==> src/rtl/serial_framer_pkg.sv <==
// Shared definitions for the serial nibble framer.
//   state_t      : framer FSM state (HUNT searching for sync, LOCKED packing payload)
//   SYNC_DEFAULT : default bit-aligned sync pattern, bit 3 oldest
//   NIBBLE_W     : width of one packed nibble
package serial_framer_pkg;

    typedef enum logic {
        HUNT   = 1'b0,
        LOCKED = 1'b1
    } state_t;

    localparam logic [3:0]  SYNC_DEFAULT = 4'b1011;
    localparam int unsigned NIBBLE_W     = 4;

endpackage

==> src/rtl/serial_nibble_framer_fifo.sv <==
// Synchronous FIFO holding packed nibbles.
//   clk, rst : clock and asynchronous active-high reset
//   push/din : write request and data; ignored when full unless a pop happens too
//   pop/dout : read request and head-of-queue data (registered storage)
//   full     : DEPTH entries held
//   empty    : no entries held
module nibble_fifo #(
    parameter int unsigned WIDTH = 4,
    parameter int unsigned DEPTH = 4
) (
    input  logic             clk,
    input  logic             rst,
    input  logic             push,
    input  logic             pop,
    input  logic [WIDTH-1:0] din,
    output logic [WIDTH-1:0] dout,
    output logic             full,
    output logic             empty
);

    localparam int unsigned AW        = $clog2(DEPTH);
    localparam logic [AW:0] COUNT_MAX = (AW + 1)'(DEPTH);

    logic [WIDTH-1:0] mem [DEPTH];
    logic [AW-1:0]    wr_ptr;
    logic [AW-1:0]    rd_ptr;
    logic [AW:0]      count;
    logic             do_push;
    logic             do_pop;

    assign empty   = (count == '0);
    assign full    = (count == COUNT_MAX);
    assign do_pop  = pop && !empty;
    // A pop in the same cycle frees the slot, so a push into a full FIFO still lands.
    assign do_push = push && (!full || do_pop);
    assign dout    = mem[rd_ptr];

    always_ff @(posedge clk or posedge rst) begin
        if (rst) begin
            wr_ptr <= '0;
            rd_ptr <= '0;
            count  <= '0;
            for (int unsigned i = 0; i < DEPTH; i++) begin
                mem[i] <= '0;
            end
        end else begin
            if (do_push) begin
                mem[wr_ptr] <= din;
                wr_ptr      <= wr_ptr + 1'b1;
            end
            if (do_pop) begin
                rd_ptr <= rd_ptr + 1'b1;
            end
            case ({do_push, do_pop})
                2'b10:   count <= count + 1'b1;
                2'b01:   count <= count - 1'b1;
                default: count <= count;
            endcase
        end
    end

endmodule

==> src/rtl/serial_nibble_framer.sv <==
// Serial nibble framer: hunts for a bit-aligned sync nibble, then packs each
// following group of 4 valid bits into a nibble, buffers it in a FIFO and
// returns to hunting after FRAME_NIBBLES nibbles.
//   clk, rst   : clock and asynchronous active-high reset
//   D, d_valid : serial data bit and its qualifier
//   out_ready  : consumer accepts out_data
//   out_valid  : FIFO non-empty
//   out_data   : head nibble, bit 3 oldest
//   locked     : framer is in LOCKED
//   frame_done : one-cycle pulse after the frame's final nibble
//   overflow   : sticky, a nibble was dropped because the FIFO was full
module serial_nibble_framer
    import serial_framer_pkg::*;
#(
    parameter logic [NIBBLE_W-1:0] SYNC          = SYNC_DEFAULT,
    parameter int unsigned         FRAME_NIBBLES = 8,
    parameter int unsigned         FIFO_DEPTH    = 4
) (
    input  logic                clk,
    input  logic                rst,
    input  logic                D,
    input  logic                d_valid,
    input  logic                out_ready,
    output logic                out_valid,
    output logic [NIBBLE_W-1:0] out_data,
    output logic                locked,
    output logic                frame_done,
    output logic                overflow
);

    localparam logic [7:0] LAST_NIB = 8'(FRAME_NIBBLES - 1);

    state_t              state, state_next;
    logic [NIBBLE_W-1:0] win, win_next, win_shift;
    logic [1:0]          bit_cnt, bit_cnt_next;
    logic [7:0]          nib_cnt, nib_cnt_next;
    logic                push, pop, frame_end;
    logic                fifo_full, fifo_empty;

    assign out_valid = !fifo_empty;
    assign pop       = out_valid && out_ready;
    assign locked    = (state == LOCKED);

    always_comb begin
        state_next   = state;
        win_next     = win;
        bit_cnt_next = bit_cnt;
        nib_cnt_next = nib_cnt;
        push         = 1'b0;
        frame_end    = 1'b0;
        win_shift    = {win[NIBBLE_W-2:0], D};
        if (d_valid) begin
            win_next = win_shift;
            case (state)
                HUNT: begin
                    if (win_shift == SYNC) begin
                        state_next   = LOCKED;
                        bit_cnt_next = '0;
                        nib_cnt_next = '0;
                    end
                end
                LOCKED: begin
                    bit_cnt_next = bit_cnt + 2'd1;
                    if (bit_cnt == 2'd3) begin
                        push         = 1'b1;
                        nib_cnt_next = nib_cnt + 8'd1;
                        if (nib_cnt == LAST_NIB) begin
                            // Clearing the window forces a fresh 4-bit sync after each frame.
                            frame_end    = 1'b1;
                            state_next   = HUNT;
                            win_next     = '0;
                            nib_cnt_next = '0;
                        end
                    end
                end
                default: state_next = HUNT;
            endcase
        end
    end

    always_ff @(posedge clk or posedge rst) begin
        if (rst) begin
            state <= HUNT;
        end else begin
            state <= state_next;
        end
    end

    always_ff @(posedge clk or posedge rst) begin
        if (rst) begin
            win        <= '0;
            bit_cnt    <= '0;
            nib_cnt    <= '0;
            frame_done <= 1'b0;
            overflow   <= 1'b0;
        end else begin
            win        <= win_next;
            bit_cnt    <= bit_cnt_next;
            nib_cnt    <= nib_cnt_next;
            frame_done <= frame_end;
            if (push && fifo_full && !pop) begin
                overflow <= 1'b1;
            end
        end
    end

    nibble_fifo #(
        .WIDTH (NIBBLE_W),
        .DEPTH (FIFO_DEPTH)
    ) u_fifo (
        .clk   (clk),
        .rst   (rst),
        .push  (push),
        .pop   (pop),
        .din   (win_shift),
        .dout  (out_data),
        .full  (fifo_full),
        .empty (fifo_empty)
    );

endmodule
==> config.mk <==
export PLATFORM = sky130hd
export DESIGN_NAME = serial_nibble_framer
export DESIGN_NICKNAME = d
export VERILOG_FILES = /design/src/rtl/serial_framer_pkg.sv /design/src/rtl/serial_nibble_framer_fifo.sv /design/src/rtl/serial_nibble_framer.sv
export SDC_FILE = /design/constraint.sdc
export NUM_CORES = 1
export LEC_CHECK = 0
export ABC_AREA = 1
export BUFFER_PORTS_ARGS = -buffer_cell sky130_fd_sc_hd__buf_2
export CAP_MARGIN = 20
export CORE_ASPECT_RATIO = 0.5
export CORE_MARGIN = 10
export CORE_UTILIZATION = 60
export CTS_CLUSTER_DIAMETER = 50
export DETAILED_ROUTE_END_ITERATION = 7
export PLACE_DENSITY = 0.79
export REMOVE_ABC_BUFFERS = 1
export SYNTH_ARGS = -nofsm -noshare
export SYNTH_HDL_FRONTEND = slang
export SYNTH_HIERARCHICAL = 1
export SYNTH_SLANG_ARGS = --single-unit
==> constraint.sdc <==
create_clock -name clk -period 2.8 [get_ports clk]
set_input_delay 0.14 -clock clk [delete_from_list [all_inputs] [get_ports clk]]
set_output_delay 0.14 -clock clk [all_outputs]
set_load 0.01 [all_outputs]
==> results.yml, run 1 <==
timing:
  slew_headroom_pct: 43.9
  slew_violations: 0
  hold_viol_final: 0
  min_period_ns: 2.41
  achievable-frequency_mhz: 415
  setup-violations-final: 0
  rsz0062_at_grt: "no"
  whs_ns: 0.171
  tns_ns: 0
  period_share_pct: 86.1
  worstMarginPinSlew_ns: 0.841
  fin_skew_ns: 0.00367
cells_and_area:
  fin_nets: 289
  area_delta_synth_final_pct: 8.24
  antenna_cells: 0
  multi_input_area_mm2: 0.00105
  final-seq-area_um2: 976
  final.fill_count: 277
  drive_above_1_share_pct: 14.5
global_route:
  grt_overflow: 0
  grt_max_degree: 24
  grt_usage_pct: 12.9
  antenna_found_initial: 0
  first_global_vias: 1536
  grt_pass1_wl_um: 7130
worst_setup_path:
  crit_top_cell: "inv_1"
  endpoint_kind: "register"
  cp.arrival_ns: 2.59
  critPathCapture: "u_fifo/count[2]"
  crit_path_top_delay_cell: "dfrtp_1"
  crit_family: "simple AND/OR/NAND/NOR gates"
  cp_num_cells: 15
  crit_buf_inv: 5
  required_ns: 2.98
  slowest_delay_ns: 0.44
  cp_max_fo: 23
  timing.rr.end: "u_fifo/count[2]"
  startpoint_type: "register"
  worstSetupStartpoint: "u_fifo/count[0]"
  r2r_slack_ns: 0.39
  criticalPathCategory: "reg2reg"
  crit_chain: "nor2_4 -> nand2_1 -> inv_1 -> inv_1 -> nand2_1 -> inv_1 -> inv_1 -> nand3_4 -> nand2_4 -> ha_1 -> inv_1 -> fa_1 -> nand2_1 -> nand3b_1 -> xor2_1"
  worstRegToRegCells: 15
  r2r-start: "u_fifo/count[0]"
routing:
  wl_per_cell_um: 12.9
  via_per_inst: 5.26
  first_iter_violations: 72
  route.detailed.drc: 0
  drtPass1Iterations: 4
  wirelength_um: 4210
  detail-route-antenna-nets: 0
  via_count: 1721
synth:
  yosys-top-cells-area: "dfrtp_1 44%, nand2_1 13%, ha_1 4.5%"
  synth_top_area_share_pct: 44.3
  synth_top_area_cell: "dfrtp_1"
  synthCells: 263
  avgSynthCellArea_um2: 8.37
  synth-seq-cells: 39
  synth_seq_area_share_pct: 44.3
  async_flop_share_pct: 100
  yosys_warnings: 6
  synth_edf_count: 0
  synth_cell_type_count: 32
  netlist_area_mm2: 0.00220
  synth_flop_cell: "dfrtp_1"
power:
  power_mw: 2.43
  p_leak_nw: 1.23
  vdd_drop_max_v: 0.000442
  power_density_mw_per_mm2: 1020
place:
  hpwl_um: 3070
  portBuffers: 12
  place_congestion: 0.778
cts:
  cts_max_level: 2
  clk_pin_slew_ns: 0.07
  cts.path.max_buffers: 2
  cts_root_buf: "clkbuf_8"
  cts_setup_buffers: 0
  cts.sinks: 39
  cts_tree: "built"
  clock_latency_ns: 0.29
  cts_buffers: 5
run:
  cap_viol_max_count: 0
floorplan:
  core-area_mm2: 0.00347
  die_y_um: 62.8
  rows: 15
  die_area_mm2: 0.00664
  io_pins: 13
  initial_core_util_pct: 63.4
  die_width_um: 106
hold_path:
  hp-class: "in2reg"
outcome:
  status: "complete, no violations"
## worst reg2reg max path, cell delays in order, from the launching register on
cell      delay, ns
dfrtp_1        0.44
nor2_4         0.16
nand2_1        0.07
inv_1          0.05
inv_1          0.04
nand2_1        0.07
inv_1          0.05
inv_1          0.09
nand3_4        0.24
nand2_4        0.14
ha_1           0.17
inv_1          0.07
fa_1           0.39
nand2_1        0.08
nand3b_1       0.09
xor2_1         0.15
## what timing repair did
| action | 4_1_cts | 5_1_grt |
|---|---|---|
| gates resized for setup | 0 | 0 |
| hold buffers | 1 | 0 |
| endpoints found under the hold margin | 16 | 0 |
## state kept, by name, indices dropped and copies added, names as in the netlist
register       flops
nib_cnt            8
u_fifo/wr_ptr      2
u_fifo/mem        16
u_fifo/count       3
u_fifo/rd_ptr      2
frame_done         1
bit_cnt            2
overflow           1
locked             1
win                3
## layout by cell type (no fill, tap or decap), types with 2 or more instances in the layout
master    synthesis  layout
o21ai_2           2       2
o21ai_1           2       2
buf_2             2      12
o21ai_0           9       9
xnor2_1           3       3
inv_1            23      23
nand2_4           3       3
inv_2             2       2
a21oi_1           3       3
nand3_4           2       2
clkbuf_8          0       6
xor2_1            3       3
nand3_1          19      19
nor2_1           21      21
nor2_4            3       3
nand2_2           2       2
nor3_1            2       2
nand2_1          79      79
dfrtp_1          39      39
nand4_1          16      16
ha_1              8       8
o22ai_1           4       4
## where the power goes
| group | switching, mW | total [mW] | internal, mW |
|---|---|---|---|
| sequential | 0.214 | 0.980 | 0.766 |
| combinational | 0.587 | 0.964 | 0.376 |
| clock | 0.195 | 0.484 | 0.288 |
| total | 0.997 | 2.43 | 1.43 |
## cells in the mapped netlist (2+ instances only)
cell	number
nor2_4	3
nand2_2	2
o21ai_2	2
xnor2_1	3
nand4_1	16
a21oi_1	3
nand2_1	79
inv_2	2
ha_1	8
o22ai_1	4
nand3_1	19
buf_4	3
nor2_1	21
dfrtp_1	39
nand3_4	2
nor3_1	2
inv_1	23
nand2_4	3
o21ai_1	2
buf_2	2
xor2_1	3
buf_6	4
o21ai_0	9
## worst min path at each step
stage | from | endpoint | slack (ns) | depth (start not counted)
after global routing | D | u_fifo/mem[12] | 0.17 | 3
after floorplan | rst | bit_cnt[0] | 0.05 | 1
final | D | u_fifo/mem[8] | 0.17 | 3
after detailed placement | rst | overflow | 0.28 | 2
after CTS | D | u_fifo/mem[4] | 0.17 | 3
after global placement | rst | overflow | 0.26 | 2
## cells by family after synthesis
group / synth area share (%)
compound gates: 6.59
xor+xnor: 2.39
buf+inv: 8.07
simple gates: 33.1
flops: 44.3
fa+ha+maj: 5.46
## final cells by class
| type | count | share of cell area, % |
|---|---|---|
| inverter | 26 | 4.20 |
| clock inverter | 2 | 1.47 |
| clock buffer | 6 | 3.47 |
| timing repair buffer | 14 | 3.26 |
| tap | 51 | 2.68 |
| sequential | 39 | 41.0 |
| multi-input combinational | 189 | 44.0 |
## routing by layer
metal,vias up,share of wire (%),global-route usage (%)
li1,874,-,-
met1,814,49,16.6
met2,27,46,20.6
met3,6,3.6,3.50
met4,0,1.3,4.03
met5,-,0,0
## stage by stage
| step | utilization (%) | cell area (um^2) | setup slack (ns) | cells |
|---|---|---|---|---|
| after floorplan | - | 2120 | 0.541 | 254 |
| after detailed placement | 64.9 | 2250 | 0.441 | 318 |
| after CTS | 68.6 | 2380 | 0.395 | 327 |
| after global routing | 68.6 | 2380 | 0.206 | 327 |
| final | 68.6 | 2380 | 0.390 | 327 |
| after global placement | 64.9 | 2250 | 0.493 | 318 |
No activity file was read; power rests on OpenSTA's default activity.
==> run 2, diff against run 1 <==
--- a/config.mk
+++ b/config.mk
@@ -5,15 +5,15 @@
 export SDC_FILE = /design/constraint.sdc
 export NUM_CORES = 1
 export LEC_CHECK = 0
-export ABC_AREA = 1
+export ABC_AREA = 0
 export BUFFER_PORTS_ARGS = -buffer_cell sky130_fd_sc_hd__buf_2
 export CAP_MARGIN = 20
 export CORE_ASPECT_RATIO = 0.5
 export CORE_MARGIN = 10
-export CORE_UTILIZATION = 60
+export CORE_UTILIZATION = 59
 export CTS_CLUSTER_DIAMETER = 50
 export DETAILED_ROUTE_END_ITERATION = 7
-export PLACE_DENSITY = 0.79
+export PLACE_DENSITY = 0.78
 export REMOVE_ABC_BUFFERS = 1
 export SYNTH_ARGS = -nofsm -noshare
 export SYNTH_HDL_FRONTEND = slang
==> run 2 against run 1 <==
Total power shrank 21%. Flip-flop and latch count is the same. Register-to-register slack lost 0.16 ns. Critical path type unchanged. Worst setup slack got worse by 0.16 ns. Combinational power shrank 39%. Synthesized cell count shrank 39%. Die area shrank 7.8%. Worst hold slack gained 0.016 ns. Sequential power down 5.4%. Largest power group unchanged. Synthesized area is 12% lower. Count of clock-buffer cells in the layout up 2. Sequential share of layout area increased by 4.5 points.
==> results.yml, run 2 <==
outcome:
  status: "complete, no violations"
worst_setup_path:
  endpoint_kind: "register"
  cp.arrival_ns: 2.77
  required_ns: 3.00
  timing.rr.end: "u_fifo/count[2]"
  startpoint_type: "register"
  r2r_slack_ns: 0.23
  r2r-start: "u_fifo/count[0]"
  criticalPathCategory: "reg2reg"
  worstRegToRegCells: 10
  cp_max_fo: 5
power:
  power_density_mw_per_mm2: 898
  p_leak_nw: 1.06
  power_mw: 1.93
  vdd_drop_max_v: 0.000448
synth:
  synth_simple_gate_area_share_pct: 13.9
  async_flop_share_pct: 100
  synth_compound_area_share_pct: 4.84
  synth_flop_cell: "dfrtp_1"
  synth_edf_count: 0
  synth_common_cells: "39 x dfrtp_1, 17 x mux2_2, 16 x nand2_1"
  synth_cell_type_count: 39
  synth_top_family_by_area: "multiplexers"
  muxShareOfSynthArea_pct: 18.1
  synthXorXnorAreaFrac_pct: 2.71
  synthCells: 161
  yosysMostFrequentCell: "dfrtp_1"
  synth-seq-cells: 39
  synth_fa_ha_area_share_pct: 6.19
  yosys_warnings: 6
  synth_top_area_share_pct: 50.3
  netlist_area_mm2: 0.00194
  avgSynthCellArea_um2: 12.1
  synth_seq_area_share_pct: 50.3
  synth_top_area_cell: "dfrtp_1"
  yosys-top-cells-area: "dfrtp_1 50%, mux2_2 9.9%, ha_1 5.2%"
floorplan:
  die_area_mm2: 0.00612
  rows: 14
  io_pins: 13
  die_y_um: 60.6
  core-area_mm2: 0.00308
  initial_core_util_pct: 62.9
  die_width_um: 101
global_route:
  grt_pass1_wl_um: 6000
  grt_usage_pct: 12.7
  antenna_found_initial: 0
  grt_max_degree: 24
  grt_overflow: 0
  first_global_vias: 1218
timing:
  finalWorstSetupSlack_ns: 0.228
  fin_skew_ns: 0.00465
  min_period_ns: 2.57
  slew_headroom_pct: 43.8
  rsz0062_at_grt: "no"
  slew_violations: 0
  achievable-frequency_mhz: 389
  hold_viol_final: 0
  setup-violations-final: 0
  whs_ns: 0.187
  worstMarginPinSlew_ns: 0.842
  tns_ns: 0
  period_share_pct: 91.8
cells_and_area:
  reg_top3: "u_fifo/mem (16), nib_cnt (8)"
  area_delta_synth_final_pct: 10.6
  final.fill_count: 233
  antenna_cells: 0
  final_common_cell: "dfrtp_1"
  largest_register: "u_fifo/mem"
  drive_above_1_share_pct: 27.4
  final_cell_mix: "39 x dfrtp_1, 17 x mux2_2, 16 x nand2_1"
  largest_reg_flops: 16
  fin_nets: 192
routing:
  route.detailed.drc: 0
  drtPass1Iterations: 4
  wl_per_cell_um: 16.3
  top_layer_used: "met4"
  wl_met3_um: 171
  first_iter_violations: 54
  wl_met1_um: 1660
  wirelength_um: 3560
  via_per_inst: 5.65
  via_count: 1238
  detail-route-antenna-nets: 0
  dr_wl_met2_um: 1700
cts:
  cts_max_level: 2
  cts.path.max_buffers: 2
  cts_buffers: 5
  cts_setup_buffers: 0
  clk_pin_slew_ns: 0.07
  cts.sinks: 39
  cts_root_buf: "clkbuf_8"
  clock_latency_ns: 0.29
  cts_tree: "built"
hold_path:
  whs_endpoint: "u_fifo/mem[4]"
  worstHoldStart: "D"
  hp-class: "in2reg"
  worstHoldPathCells: 2
place:
  portBuffers: 12
  post-place-ws_ns: 0.221
  place_congestion: 0.765
  hpwl_um: 2610
run:
  cap_viol_max_count: 0
run 2: worst max path at each step:
stage / to / depth (start not counted) / startpoint
2_1_floorplan: u_fifo/count[2] / 10 / u_fifo/count[0]
3_3_place_gp: u_fifo/count[2] / 10 / u_fifo/count[0]
3_5_place_dp: u_fifo/count[2] / 10 / u_fifo/count[0]
4_1_cts: u_fifo/count[2] / 10 / u_fifo/count[0]
5_1_grt: u_fifo/count[2] / 10 / u_fifo/count[0]
6_report: u_fifo/count[2] / 10 / u_fifo/count[0]
run 2: repair_timing:
action                                  in CTS  in global routing
resized for setup                            0                  1
endpoints found under the setup margin       0                  1
hold buffers                                 1                  0
hold endpoints to repair                    16                  0
run 2: report_power, final:
part	switching, mW	internal, mW
Sequential	0.199	0.728
Clock	0.187	0.225
Combinational	0.276	0.313
run 2: logic make-up (layout without fill, tap and decap cells):
| logic type | after synthesis | in the layout |
|---|---|---|
| AOI/OAI and AO/OA | 14 | 14 |
| xor gates and xnor gates | 6 | 6 |
| adders and majority gates | 9 | 9 |
| buffers and inverters | 18 | 36 |
| DFF | 39 | 39 |
| muxes | 28 | 28 |
| and+or+nand+nor | 47 | 47 |
run 2: critical path, cell delays in order, from the launching register on:
cell and delay [ns]:
dfrtp_1 0.47, nor3_2 0.26, nor2b_1 0.13, nor4b_4 0.33, or2b_2 0.21, ha_1 0.18, inv_1 0.06, fa_1 0.39
xor2_1 0.16, nor2_1 0.11, xor2_1 0.19
run 2: layout make-up:
| cell class | instances | area, um^2 | share of cell area [%] |
|---|---|---|---|
| Sequential cell | 39 | 976 | 45.5 |
| Multi-Input combinational cell | 104 | 892 | 41.6 |
| Clock buffer | 8 | 100 | 4.66 |
| Timing Repair Buffer | 13 | 70.1 | 3.27 |
| Inverter | 15 | 57.6 | 2.68 |
| Tap cell | 40 | 50.0 | 2.33 |
run 2: through the flow:
stage / util [%] / cell area, um^2 / instances
floorplan: - / 1920 / 158
global placement: 65.9 / 2030 / 210
detailed placement: 65.9 / 2030 / 210
CTS: 69.4 / 2140 / 219
global route: 69.6 / 2150 / 219
finish: 69.6 / 2150 / 219
run 2: routing by layer:
metal	track usage, %	vias up
met5	0	-
met4	4.73	0
met3	4.76	5
met2	20.5	19
met1	15.3	619
li1	-	595
